`src/rtl/sabertooth_pkg.sv`:
```
// Shared definitions for the Sabertooth packetized-serial link (receiver and transmitter).
package sabertooth_pkg;

   localparam logic [6:0] CMD_M1_FWD = 7'd0;
   localparam logic [6:0] CMD_M1_REV = 7'd1;
   localparam logic [6:0] CMD_M2_FWD = 7'd4;
   localparam logic [6:0] CMD_M2_REV = 7'd5;

   typedef enum logic [1:0] {
      PK_WAIT_ADDR,
      PK_GOT_ADDR,
      PK_GOT_CMD,
      PK_GOT_DATA
   } pkt_state_t;

   typedef enum logic [1:0] {
      RX_IDLE,
      RX_START,
      RX_DATA,
      RX_STOP
   } rx_state_t;

   // Address bit 7 is always set, so only its low seven bits affect a mod-128 sum.
   function automatic logic [6:0] checksum7(input logic [6:0] addr_lo,
                                            input logic [6:0] cmd,
                                            input logic [6:0] data);
      return addr_lo + cmd + data;
   endfunction

endpackage

```
`src/rtl/uart_rx_byte.sv`:
```
// 8N1 byte receiver: 2-FF synchroniser, down-counting baud timer and byte FSM.
//   state    | meaning
//   RX_IDLE  | line idle, watching for a falling edge
//   RX_START | half-bit wait, then confirm the start bit
//   RX_DATA  | sampling 8 data bits, LSB first
//   RX_STOP  | sampling the stop bit
module uart_rx_byte
   import sabertooth_pkg::*;
#(
   parameter int DIV = 10
) (
   input  logic       clk,
   input  logic       reset_n,
   input  logic       i_rx,
   output logic       o_byte_valid,
   output logic [7:0] o_byte_data,
   output logic       o_frame_err
);

   localparam int CW = $clog2(DIV);
   localparam logic [CW-1:0] FULL_LD = CW'(DIV - 1);
   localparam logic [CW-1:0] HALF_LD = CW'(DIV / 2 - 1);

   logic          r_sync1, r_sync2, r_sync3;
   rx_state_t     r_state, w_state_nxt;
   logic [CW-1:0] r_cnt, w_cnt_nxt;
   logic [2:0]    r_bit_idx;
   logic [7:0]    r_shift;
   logic          w_fall, w_shift, w_ok, w_err;

   always_comb begin
      w_fall      = r_sync3 & ~r_sync2;
      w_state_nxt = r_state;
      w_cnt_nxt   = (r_cnt == '0) ? r_cnt : r_cnt - CW'(1);
      w_shift     = 1'b0;
      w_ok        = 1'b0;
      w_err       = 1'b0;
      unique case (r_state)
         RX_IDLE: begin
            if (w_fall) begin
               w_state_nxt = RX_START;
               w_cnt_nxt   = HALF_LD;
            end
         end
         RX_START: begin
            if (r_cnt == '0) begin
               if (!r_sync2) begin
                  w_state_nxt = RX_DATA;
                  w_cnt_nxt   = FULL_LD;
               end else begin
                  w_state_nxt = RX_IDLE;
               end
            end
         end
         RX_DATA: begin
            if (r_cnt == '0) begin
               w_shift   = 1'b1;
               w_cnt_nxt = FULL_LD;
               if (r_bit_idx == 3'd7) w_state_nxt = RX_STOP;
            end
         end
         RX_STOP: begin
            // Leave mid-stop-bit so a back-to-back start edge is not missed.
            if (r_cnt == '0) begin
               w_ok        = r_sync2;
               w_err       = ~r_sync2;
               w_state_nxt = RX_IDLE;
            end
         end
         default: w_state_nxt = RX_IDLE;
      endcase
   end

   always_ff @(posedge clk or negedge reset_n) begin
      if (!reset_n) begin
         r_state <= RX_IDLE;
      end else begin
         r_state <= w_state_nxt;
      end
   end

   always_ff @(posedge clk or negedge reset_n) begin
      if (!reset_n) begin
         r_sync1      <= 1'b1;
         r_sync2      <= 1'b1;
         r_sync3      <= 1'b1;
         r_cnt        <= '0;
         r_bit_idx    <= '0;
         r_shift      <= '0;
         o_byte_valid <= 1'b0;
         o_byte_data  <= '0;
         o_frame_err  <= 1'b0;
      end else begin
         r_sync1      <= i_rx;
         r_sync2      <= r_sync1;
         r_sync3      <= r_sync2;
         r_cnt        <= w_cnt_nxt;
         o_byte_valid <= w_ok;
         o_frame_err  <= w_err;
         if (r_state == RX_START) r_bit_idx <= '0;
         else if (w_shift)        r_bit_idx <= r_bit_idx + 3'd1;
         if (w_shift) r_shift <= {r_sync2, r_shift[7:1]};
         if (w_ok)    o_byte_data <= r_shift;
      end
   end

endmodule

```
`src/rtl/sabertooth_packet_rx.sv`:
```
// Sabertooth packet receiver: frames addr/cmd/data/checksum and latches signed motor commands.
//   state        | meaning
//   PK_WAIT_ADDR | waiting for a byte with bit7 set
//   PK_GOT_ADDR  | address held, expecting command
//   PK_GOT_CMD   | command held, expecting data
//   PK_GOT_DATA  | data held, expecting checksum
module sabertooth_packet_rx
   import sabertooth_pkg::*;
#(
   parameter int CLK_FREQ = 50000000,
   parameter int BAUD     = 9600,
   parameter int ADDRESS  = 128
) (
   input  logic        clk,
   input  logic        reset_n,
   input  logic        uart_in,
   output logic        cmd_valid,
   output logic [6:0]  cmd_code,
   output logic [6:0]  cmd_data,
   output logic [7:0]  motor1_cmd,
   output logic [7:0]  motor2_cmd,
   output logic        frame_err,
   output logic        csum_err,
   output logic [15:0] pkt_count
);

   localparam int DIV = CLK_FREQ / BAUD;

   logic       w_byte_valid, w_frame_err;
   logic [7:0] w_byte_data;

   uart_rx_byte #(.DIV(DIV)) u_rx (
      .clk          (clk),
      .reset_n      (reset_n),
      .i_rx         (uart_in),
      .o_byte_valid (w_byte_valid),
      .o_byte_data  (w_byte_data),
      .o_frame_err  (w_frame_err)
   );

   assign frame_err = w_frame_err;

   pkt_state_t r_pk_state, w_pk_nxt;
   logic [7:0] r_addr;
   logic [6:0] r_cmd, r_data;
   logic       w_accept, w_csum_bad;
   logic [7:0] w_pos, w_neg;

   assign w_pos = {1'b0, r_data};
   assign w_neg = 8'd0 - w_pos;

   always_comb begin
      w_pk_nxt   = r_pk_state;
      w_accept   = 1'b0;
      w_csum_bad = 1'b0;
      if (w_frame_err) begin
         w_pk_nxt = PK_WAIT_ADDR;
      end else if (w_byte_valid) begin
         if (w_byte_data[7]) begin
            w_pk_nxt = PK_GOT_ADDR;
         end else begin
            unique case (r_pk_state)
               PK_WAIT_ADDR: w_pk_nxt = PK_WAIT_ADDR;
               PK_GOT_ADDR:  w_pk_nxt = PK_GOT_CMD;
               PK_GOT_CMD:   w_pk_nxt = PK_GOT_DATA;
               PK_GOT_DATA: begin
                  w_pk_nxt = PK_WAIT_ADDR;
                  // Foreign addresses are ignored outright, whatever their checksum.
                  if (r_addr == 8'(ADDRESS)) begin
                     if (w_byte_data[6:0] == checksum7(r_addr[6:0], r_cmd, r_data))
                        w_accept = 1'b1;
                     else
                        w_csum_bad = 1'b1;
                  end
               end
               default: w_pk_nxt = PK_WAIT_ADDR;
            endcase
         end
      end
   end

   always_ff @(posedge clk or negedge reset_n) begin
      if (!reset_n) begin
         r_pk_state <= PK_WAIT_ADDR;
      end else begin
         r_pk_state <= w_pk_nxt;
      end
   end

   always_ff @(posedge clk or negedge reset_n) begin
      if (!reset_n) begin
         r_addr     <= '0;
         r_cmd      <= '0;
         r_data     <= '0;
         cmd_valid  <= 1'b0;
         csum_err   <= 1'b0;
         cmd_code   <= '0;
         cmd_data   <= '0;
         motor1_cmd <= '0;
         motor2_cmd <= '0;
         pkt_count  <= '0;
      end else begin
         cmd_valid <= w_accept;
         csum_err  <= w_csum_bad;
         if (w_byte_valid) begin
            if (w_byte_data[7])                 r_addr <= w_byte_data;
            else if (r_pk_state == PK_GOT_ADDR) r_cmd  <= w_byte_data[6:0];
            else if (r_pk_state == PK_GOT_CMD)  r_data <= w_byte_data[6:0];
         end
         if (w_accept) begin
            cmd_code  <= r_cmd;
            cmd_data  <= r_data;
            pkt_count <= pkt_count + 16'd1;
            case (r_cmd)
               CMD_M1_FWD: motor1_cmd <= w_pos;
               CMD_M1_REV: motor1_cmd <= w_neg;
               CMD_M2_FWD: motor2_cmd <= w_pos;
               CMD_M2_REV: motor2_cmd <= w_neg;
               default: ;
            endcase
         end
      end
   end

endmodule
```
`config.mk`:
```
export PLATFORM = sky130hd
export DESIGN_NAME = sabertooth_packet_rx
export DESIGN_NICKNAME = d
export VERILOG_FILES = /design/src/rtl/sabertooth_pkg.sv /design/src/rtl/uart_rx_byte.sv /design/src/rtl/sabertooth_packet_rx.sv
export SDC_FILE = /design/constraint.sdc
export NUM_CORES = 1
export LEC_CHECK = 0
export BUFFER_PORTS_ARGS = -buffer_cell sky130_fd_sc_hd__buf_2
export CAP_MARGIN = 20
export CORE_ASPECT_RATIO = 1.2
export CORE_MARGIN = 5
export CORE_UTILIZATION = 54
export CTS_CLUSTER_SIZE = 20
export DETAILED_ROUTE_END_ITERATION = 16
export PLACE_DENSITY = 0.77
export SETUP_SLACK_MARGIN = 0.5
export SYNTH_ARGS = -nofsm -noshare
export SYNTH_HDL_FRONTEND = slang
export SYNTH_SLANG_ARGS = --single-unit
```
`constraint.sdc`:
```
create_clock -name clk -period 3.8 [get_ports clk]
set_clock_uncertainty 0.15 [all_clocks]
set_input_delay 0.19 -clock clk [delete_from_list [all_inputs] [get_ports clk]]
set_output_delay 0.19 -clock clk [all_outputs]
set_load 0.1 [all_outputs]
```
Word level (Yosys, flattened, before mapping)
Index checks and enable logic that the tools add are counted.
W data, S select, Z words.
{"block": "classes", "addsub": 6, "eq_ne": 17, "mux": 39, "bitwise_logic": 4, "reduce_logical": 15}
{"cell": "$mux W13", "n": 5}
{"cell": "$pmux W13 S3", "n": 1}
{"cell": "$pmux W8 S2", "n": 2}
{"cell": "$mux W1", "n": 18}
{"cell": "$mux W2", "n": 9}
{"cell": "$add A16 B1 Y16 const B", "n": 1}
{"cell": "$add A7 B7 Y7", "n": 2}
{"cell": "$eq A7 B3 Y1 const B", "n": 2}
{"cell": "$logic_not A13 Y1", "n": 1}
{"cell": "$sub A13 B1 Y13 const B", "n": 1}
{"cell": "$ne A2 B1 Y1 const B", "n": 5}
{"cell": "$eq A2 B2 Y1 const B", "n": 4}
{"cell": "$eq A8 B8 Y1 const B", "n": 1}
{"cell": "$pmux W2 S4", "n": 1}
{"cell": "$reduce_bool A2 Y1", "n": 4}
{"cell": "$sub A1 B7 Y8 const A", "n": 1}
{"cell": "$eq A7 B1 Y1 const B", "n": 1}
{"cell": "$eq A7 B7 Y1", "n": 1}
{"cell": "$logic_not A7 Y1", "n": 1}
{"cell": "$mux W3", "n": 2}
{"cell": "$pmux W2 S3", "n": 1}
{"cell": "$reduce_and A2 Y1", "n": 3}
{"cell": "$reduce_and A5 Y1", "n": 1}
{"cell": "$eq A2 B1 Y1 const B", "n": 2}
{"cell": "other kinds (8)", "n": 11}
{"block": "totals", "register_bits": 111, "in_bits": 3}

Logic depth before layout (Yosys ltp)
Gate-level depths: netlist of the first run.
{"block": "depth", "depth_word": 10, "mapped_depth": 11, "mapped_depth_nobuf": 10}

By module
Synthesis of the first run repeated with hierarchy kept, for this count alone.
{"block": "hier_totals", "cells_unflattened": 489, "area_unflattened_um2": 5497.8}
{"module": "sabertooth_packet_rx", "instances": 1, "cells_per_inst": 313, "area_each_um2": 3580.9, "seq_area_each_um2": 1801.7}
{"module": "uart_rx_byte", "instances": 1, "cells_per_inst": 176, "area_each_um2": 1916.8, "seq_area_each_um2": 979.7}

Worst setup path before layout of the first run
Ideal clock, no wire load.
{"block": "synth_timing", "kind": "register to register", "start": "register r_addr[1]", "end": "register pkt_count[1]", "setup_ns": 0.128, "arrival_ns": 3.279, "required_ns": 3.522, "slack_ns": 0.243, "path_stages_with_launch": 10, "path_buffers": 1, "synth_period_minus_slack_ns": 3.557, "path_cell_list": "dfrtp_1 > fa_1 > ha_1 > fa_1 > xor2_1 > nor3_1 > nand4b_1 > a2111oi_4 > buf_6 > mux2_1"}
{"block": "synth_between", "elab_chain_len": 9, "elab_cells_between_ends": 10, "cone_classes": "2 x add/sub; 2 x eq/ne; 6 x mux"}
{"element": "start: declaration", "line_no": "sabertooth_packet_rx.sv:44", "text": "logic [7:0] r_addr;"}
{"element": "start signal: assignment", "line_no": "sabertooth_packet_rx.sv:106", "text": "if (w_byte_data[7]) r_addr <= w_byte_data;"}
{"element": "$add A7 B7 Y7 (2 in a row)", "line_no": "sabertooth_pkg.sv:27", "text": "return addr_lo + cmd + data;"}
{"element": "$eq A7 B7 Y1", "line_no": "sabertooth_packet_rx.sv:70", "text": "if (w_byte_data[6:0] == checksum7(r_addr[6:0], r_cmd, r_data))"}
{"element": "$mux W1", "line_no": "sabertooth_packet_rx.sv:70"}
{"element": "$mux W1 (*)", "line_no": "sabertooth_packet_rx.sv:69", "text": "if (r_addr == 8'(ADDRESS)) begin"}
{"element": "$mux W1 (*)", "line_no": "sabertooth_packet_rx.sv:62", "text": "unique case (r_pk_state)"}
{"element": "$mux W1 (*)", "line_no": "sabertooth_packet_rx.sv:59", "text": "if (w_byte_data[7]) begin"}
{"element": "$mux W1 (*)", "line_no": "sabertooth_packet_rx.sv:58", "text": "end else if (w_byte_valid) begin"}
{"element": "$mux W1 (*)", "line_no": "sabertooth_packet_rx.sv:56", "text": "if (w_frame_err) begin"}
{"element": "end signal: assignment", "line_no": "sabertooth_packet_rx.sv:113", "text": "pkt_count <= pkt_count + 16'd1;"}
{"element": "end: declaration", "line_no": "sabertooth_packet_rx.sv:24", "text": "output logic [15:0] pkt_count"}
Mark *: on every way between the ends. The rest lies on a longest branch, timed or not.
A chain may end at the register's enable or synchronous reset.

Worst setup path in the final report of the first run
{"block": "layout_timing", "start": "register r_cmd[1]", "end": "register cmd_code[6]"}
{"block": "layout_between", "elab_chain_len": 9}
{"element": "start: declaration", "line_no": "sabertooth_packet_rx.sv:45", "text": "logic [6:0] r_cmd, r_data;"}
{"element": "start signal: assignment", "line_no": "sabertooth_packet_rx.sv:107", "text": "else if (r_pk_state == PK_GOT_ADDR) r_cmd <= w_byte_data[6:0];"}
{"element": "$add A7 B7 Y7 (2 in a row)", "line_no": "sabertooth_pkg.sv:27"}
{"element": "$eq A7 B7 Y1", "line_no": "sabertooth_packet_rx.sv:70"}
{"element": "$mux W1", "line_no": "sabertooth_packet_rx.sv:70"}
{"element": "$mux W1", "line_no": "sabertooth_packet_rx.sv:69"}
{"element": "$mux W1", "line_no": "sabertooth_packet_rx.sv:62"}
{"element": "$mux W1", "line_no": "sabertooth_packet_rx.sv:59"}
{"element": "$mux W1", "line_no": "sabertooth_packet_rx.sv:58"}
{"element": "$mux W1", "line_no": "sabertooth_packet_rx.sv:56"}
{"element": "end signal: assignment", "line_no": "sabertooth_packet_rx.sv:111", "text": "cmd_code <= r_cmd;"}
{"element": "end: declaration", "line_no": "sabertooth_packet_rx.sv:18", "text": "output logic [6:0] cmd_code,"}
Every way passes these cells.

==> results of run 1 <==
-- cells by family (layout without fill, tap and decap cells) --
kind of cell,after synthesis,after routing
muxes,69,69
adders and majority gates,23,23
buffers and inverters,33,102
and+or+nand+nor,113,113
xor gates and xnor gates,38,38
DFF,111,111
AOI/OAI and AO/OA,64,64
-- state kept, by name, indices dropped and copies added (netlist names), 2 cells and up, named ones only --
| register | flops |
|---|---|
| cmd_code | 7 |
| cmd_data | 7 |
| motor1_cmd | 8 |
| motor2_cmd | 8 |
| pkt_count | 16 |
| r_addr | 8 |
| r_cmd | 7 |
| r_data | 7 |
| r_pk_state | 2 |
| u_rx.o_byte_data | 8 |
| u_rx.r_bit_idx | 3 |
| u_rx.r_cnt | 13 |
| u_rx.r_shift | 8 |
-- timing repair --
item	4_1_cts	5_1_grt
setup endpoints to repair	46	46
pin swaps	1	9
gates cloned	1	0
hold buffers	2	0
gates resized for setup	31	32
hold endpoints to repair	74	0
setup buffers	5	2
-- per-stage QoR --
stage               hold slack (ns)  instance area [µm²]    util  cells  power [mW]
finish                       0.2087                 6631  0.6625    646       2.578
global placement             0.1451                 5983  0.5978    620       1.602
CTS                          0.2115                 6466  0.6460    644       2.595
floorplan                   -0.2556                 5562       -    451       1.543
global route                 0.2160                 6631  0.6625    646       2.699
detailed placement           0.1465                 5983  0.5978    620       1.624
-- worst max path at each step --
stage                                            to  slack (ns)
after floorplan            pkt_count[1]$_DFFE_PN0P_        0.25
after global placement    pkt_count[15]$_DFFE_PN0P_        0.29
after detailed placement    cmd_code[2]$_DFFE_PN0P_        0.25
after CTS                  pkt_count[1]$_DFFE_PN0P_        0.45
after global routing       pkt_count[3]$_DFFE_PN0P_        0.14
final                       cmd_code[6]$_DFFE_PN0P_        0.27
-- layer usage --
layer	global-route usage	vias up	wire [µm]
li1	-	1775	-
met1	0.2464	1945	4916
met2	0.3476	81	6491
met4	0.07055	0	236
met3	0.03462	21	515
met5	0	-	0
-- synthesized netlist by cell type (all sizes together) (2+ instances only) --
library cell,instances,area [µm²]
or2,2,12.52
a22oi,2,15.01
o21ai,13,65.06
nor3,9,45.04
buf,7,38.78
xor2,24,210.2
a21o,4,30.03
o31ai,2,15.01
dfrtp,108,2703
inv,11,41.29
nand4,7,43.79
xnor2,13,113.9
nand3b,2,15.01
o22a,2,17.52
fa,7,140.1
o22ai,3,18.77
nand2,26,97.59
nor4,5,46.29
mux2i,3,30.03
nor2,14,52.55
and3,8,50.05
dfstp,3,78.83
a2111oi,18,214.0
clkbuf,15,56.30
mux2,66,743.2
nand2b,6,37.54
or3,5,31.28
nand3,13,65.06
ha,16,200.2
a211oi,3,22.52
nand4b,2,17.52
a21oi,13,65.06
and4,2,17.52
or4,5,37.54
-- critical path, delay by kind of cell (launching register included) --
kind	cells	cell delay, ns
compound gates	1	0.46
simple gates	1	0.15
flops	1	0.42
buf+inv	2	0.40
xor+xnor	2	0.44
fa+ha+maj	3	1.08
mux	1	0.30
-- area by class of cell --
type                       instances  area (µm²)  share of cell area
multi-input combinational        307        2878              0.4340
clock buffer                       9       225.2             0.03396
inverter                          11       41.29            0.006226
clock inverter                     7       81.33             0.01226
tap                              126       157.7             0.02377
timing repair buffer              75       465.4             0.07019
sequential                       111        2783              0.4196
-- report_power, final --
group | internal [mW] | switching [mW]
logic | 0.127 | 0.132
registers | 1.24 | 0.102
clock network | 0.520 | 0.453
==> flow_metrics.env, run 1 <==
export IMPL_fillers=756
export IMPL_r2r_slack_ns=0.27
export IMPL_grt_pass1_wl_um=19530
export IMPL_hold_path_cell_count=0
export IMPL_crit_start="r_cmd[1]$_DFFE_PN0P_"
export IMPL_grtUsageTotal=0.1996
export IMPL_layout_setup_ws_ns=0.2704
export IMPL_dieArea_um2=12330
export IMPL_hold_path_class="flop to flop"
export IMPL_fp_dieW_um=102.2
export IMPL_grt_overflow=0
export IMPL_min_from="u_rx.r_sync1$_DFF_PN1_"
export IMPL_avgRoutedWirePerCell_um=18.82
export IMPL_r2r_cells=10
export IMPL_maxClockFrequency_ghz=0.2833
export IMPL_drtIter0Drc=94
export IMPL_synth_xor_area_frac=0.06291
export IMPL_status="complete, no violations"
export IMPL_setup_tns_ns=0
export IMPL_antenna_found_initial=0
export IMPL_vias_per_cell=5.916
export IMPL_mostFrequentLayoutCell="dfrtp_1"
export IMPL_finalSetupViolations=0
export IMPL_drc=0
export IMPL_grt_max_degree=77
export IMPL_vdd_ir_drop_max_mv=0.3197
export IMPL_area_growth_pct=20.37
export IMPL_start_kind="flop"
export IMPL_num_rows=40
export IMPL_cap_violations=0
export IMPL_yosysWarnings=0
export IMPL_n_antenna_cell=0
export IMPL_cts_tree="built"
export IMPL_fin_nets=541
export IMPL_synthAdderAreaFrac=0.06178
export IMPL_drive_above_1_share=0.3596
export IMPL_hold_path_end="u_rx.r_sync2$_DFF_PN1_"
export IMPL_timing_rr_end="cmd_code[6]$_DFFE_PN0P_"
export IMPL_ys_seq_area_frac=0.5049
export IMPL_layout_common_cells="dfrtp_1, buf_2, mux2_2"
export IMPL_synthCells=451
export IMPL_synthArstFlopShare=1.000
export IMPL_crit_slowest_cell="fa_1"
export IMPL_cts_root_buf="clkbuf_16"
export IMPL_hold_viol_final=0
export IMPL_clk_latency_ns=0.35
export IMPL_synth_cell_types=55
export IMPL_cp_data_required_time_ns=3.88
export IMPL_post_route_min_period_ns=3.530
export IMPL_path_clk_slew_ns=0.08
export IMPL_crit_chain="fa_1 -> ha_2 -> fa_1 -> xor2_1 -> xnor2_1 -> nand4b_1 -> buf_6 -> a2111oi_4 -> buf_4 -> mux2_4"
export IMPL_io_buffers=51
export IMPL_pwr_density_cell_nw_per_um2=388.7
export IMPL_slowest_delay_ns=0.47
export IMPL_globalplace_congestion=0.8634
export IMPL_rsz0062_at_grt="yes"
export IMPL_worstReg2RegStart="r_cmd[1]$_DFFE_PN0P_"
export IMPL_tightest_slew_ns=0.9752
export IMPL_die_h_um=120.6
export IMPL_synth_edf_count=0
export IMPL_synth_seq_cells=111
export IMPL_synth_top_family_by_area="multiplexers"
export IMPL_core_area_um2=10010
export IMPL_cts_buffers=9
export IMPL_initial_core_util=0.5504
export IMPL_grt_pass1_vias=3955
export IMPL_crit_fanout=4
export IMPL_htree_levels=3
export IMPL_yosys_area_share_simple=0.1145
export IMPL_hpwl_um=8151
export IMPL_drt_total_wl_um=12160
export IMPL_relSlewSlack=0.3498
export IMPL_drv_slew=0
export IMPL_path_class="flop to flop"
export IMPL_cts_sink_count=111
export IMPL_place_ws_ns=0.2479
export IMPL_endpoint_kind="flop"
export IMPL_postSynthAreaPerCell_um2=12.22
export IMPL_first_pass_iters=4
export IMPL_cp_common_cell="fa_1"
export IMPL_arrival_ns=3.61
export IMPL_syn_nets=477
export IMPL_vias=3822
export IMPL_ant_nets=0
export IMPL_num_io_pins=52
export IMPL_synth_area_mux_share=0.1404
export IMPL_clockBufferDepth=2
export IMPL_syn_area_um2=5509
export IMPL_synth_compound_area_share=0.09085
export IMPL_p_leak_nw=3.342
export IMPL_synthFlopType="dfrtp_1"
export IMPL_post_route_period_util=0.9288
Note: power is estimated with default switching activity, not from simulation.
==> run 2, diff against run 1 <==
- RECOVER_POWER: not set -> 50
==> flow_metrics.env, run 2 (synthesis results as in run 1) <==
export IMPL_status="finished with violations"
export IMPL_violations="capacitance limit, slew limit"
export IMPL_crit_slowest_cell="fa_1"
export IMPL_dieArea_um2=12330
export IMPL_clk_latency_ns=0.35
export IMPL_vias=3825
export IMPL_place_ws_ns=0.2479
export IMPL_grt_pass1_vias=3955
export IMPL_fillers=774
export IMPL_hold_path_class="flop to flop"
export IMPL_pwr_density_cell_nw_per_um2=392.3
export IMPL_mostFrequentLayoutCell="dfrtp_1"
export IMPL_ant_nets=0
export IMPL_crit_end="cmd_code[6]$_DFFE_PN0P_"
export IMPL_vdd_ir_drop_max_mv=0.3196
export IMPL_avgRoutedWirePerCell_um=18.91
export IMPL_cts_root_buf="clkbuf_16"
export IMPL_drt_total_wl_um=12210
export IMPL_start_kind="flop"
export IMPL_tightest_slew_ns=1.903
export IMPL_num_rows=40
export IMPL_layout_common_cells="dfrtp_1, clkbuf_1, mux2_2"
export IMPL_cap_violations=1
export IMPL_die_h_um=120.6
export IMPL_crit_start="r_addr[1]$_DFFE_PN0P_"
export IMPL_path_delay_family="adder cells"
export IMPL_endpoint_kind="flop"
export IMPL_cts_sink_count=111
export IMPL_grt_pass1_wl_um=19530
export IMPL_r2r_cells=10
export IMPL_r2r_slack_ns=0.26
export IMPL_layout_setup_ws_ns=0.2590
export IMPL_cts_buffers=9
export IMPL_vias_per_cell=5.921
export IMPL_final_seq_area_um2=2783
export IMPL_first_pass_iters=4
export IMPL_p_leak_nw=3.128
export IMPL_drv_slew=77
export IMPL_dpl_cell_count=620
export IMPL_hold_viol_final=0
export IMPL_slowest_delay_ns=0.49
export IMPL_fp_dieW_um=102.2
export IMPL_core_area_um2=10010
export IMPL_grtUsageTotal=0.1996
export IMPL_initial_core_util=0.5504
export IMPL_path_depth=10
export IMPL_area_growth_pct=19.19
export IMPL_setup_tns_ns=0
export IMPL_drive_above_1_share=0.2654
export IMPL_finalSetupViolations=0
export IMPL_cp_common_cell="fa_1"
export IMPL_fin_cells=646
export IMPL_grt_overflow=0
export IMPL_largest_reg_flops=16
export IMPL_antenna_found_initial=0
export IMPL_htree_levels=3
export IMPL_fin_nets=541
export IMPL_n_antenna_cell=0
export IMPL_path_class="flop to flop"
export IMPL_drc=0
export IMPL_path_clk_slew_ns=0.08
export IMPL_io_buffers=51
export IMPL_worstReg2RegStart="r_addr[1]$_DFFE_PN0P_"
export IMPL_globalplace_congestion=0.8634
export IMPL_cts_tree="built"
export IMPL_relSlewSlack=-0.2687
export IMPL_num_io_pins=52
export IMPL_maxClockFrequency_ghz=0.2824
export IMPL_crit_fanout=4
export IMPL_grt_max_degree=77
export IMPL_multi_input_area_um2=2878
export IMPL_rsz0062_at_grt="yes"
export IMPL_post_route_period_util=0.9318
export IMPL_post_route_min_period_ns=3.541
export IMPL_crit_buf_inv=2
export IMPL_timing_rr_end="cmd_code[6]$_DFFE_PN0P_"
export IMPL_largest_registers="pkt_count x16, u_rx.r_cnt x13"
export IMPL_cp_data_required_time_ns=3.88
export IMPL_clockBufferDepth=2
export IMPL_crit_chain="fa_1 -> ha_2 -> fa_1 -> xor2_1 -> xnor2_1 -> nand4b_1 -> buf_6 -> a2111oi_4 -> buf_4 -> mux2_4"
export IMPL_hpwl_um=8151
export IMPL_drtIter0Drc=105
export IMPL_arrival_ns=3.62
export IMPL_regMostFlops="pkt_count"
run 2: cell types whose count changed in the layout (fill, tap and decap cells not counted):
cell | previous run | this run
clkbuf_2 | 0 | 1
buf_2 | 50 | 3
dfstp_2 | 3 | 2
dfstp_1 | 0 | 1
clkbuf_1 | 0 | 48
buf_4 | 17 | 15
run 2: power breakdown:
group          internal, mW  switching (mW)
registers              1.24           0.102
clock network         0.520           0.452
logic                 0.126           0.133
run 2: layer usage:
metal	global-route usage	share of wire	vias to the layer above
li1	-	-	1776
met4	0.07055	0.020	0
met3	0.03462	0.040	21
met1	0.2464	0.41	1953
met5	0	0	-
met2	0.3476	0.53	75
run 2: worst min path at each step:
stage,startpoint,end,slack (ns),depth (start not counted)
CTS,u_rx.r_sync1$_DFF_PN1_,u_rx.r_sync2$_DFF_PN1_,0.21,0
global route,u_rx.r_sync1$_DFF_PN1_,u_rx.r_sync2$_DFF_PN1_,0.22,0
floorplan,reset_n,async pin,-0.26,0
detailed placement,uart_in,u_rx.r_sync1$_DFF_PN1_,0.15,1
finish,u_rx.r_sync1$_DFF_PN1_,u_rx.r_sync2$_DFF_PN1_,0.21,0
global placement,uart_in,u_rx.r_sync1$_DFF_PN1_,0.15,1
run 2: layout make-up:
cell class | instances | area share
clock inverter | 7 | 0.01239
tap | 126 | 0.02401
inverter | 11 | 0.006288
sequential | 111 | 0.4238
timing repair buffer | 75 | 0.06098
clock buffer | 9 | 0.03430
multi-input combinational | 307 | 0.4383
run 2: worst reg2reg max path, cell delays in order (launching register included):
cell and delay, ns:
dfrtp_1 0.41, fa_1 0.49, ha_2 0.19, fa_1 0.42, xor2_1 0.28, xnor2_1 0.17, nand4b_1 0.15, buf_6 0.16
a2111oi_4 0.46, buf_4 0.24, mux2_4 0.30
run 2: timing repair:
item / CTS / global route
buffers inserted: 5 / 2
endpoints found under the setup margin: 46 / 46
pin swaps: 1 / 9
hold buffers: 2 / 0
hold endpoints to repair: 74 / 0
gates resized for setup: 31 / 32
gates cloned: 1 / 0
run 2: stage by stage:
step / total power, mW / util / hold WS, ns / cell area, µm²
2_1_floorplan: 1.543 / - / -0.2556 / 5562
3_3_place_gp: 1.602 / 0.5978 / 0.1451 / 5983
3_5_place_dp: 1.624 / 0.5978 / 0.1465 / 5983
4_1_cts: 2.595 / 0.6460 / 0.2115 / 6466
5_1_grt: 2.699 / 0.6560 / 0.2213 / 6566
6_report: 2.576 / 0.6560 / 0.2140 / 6566
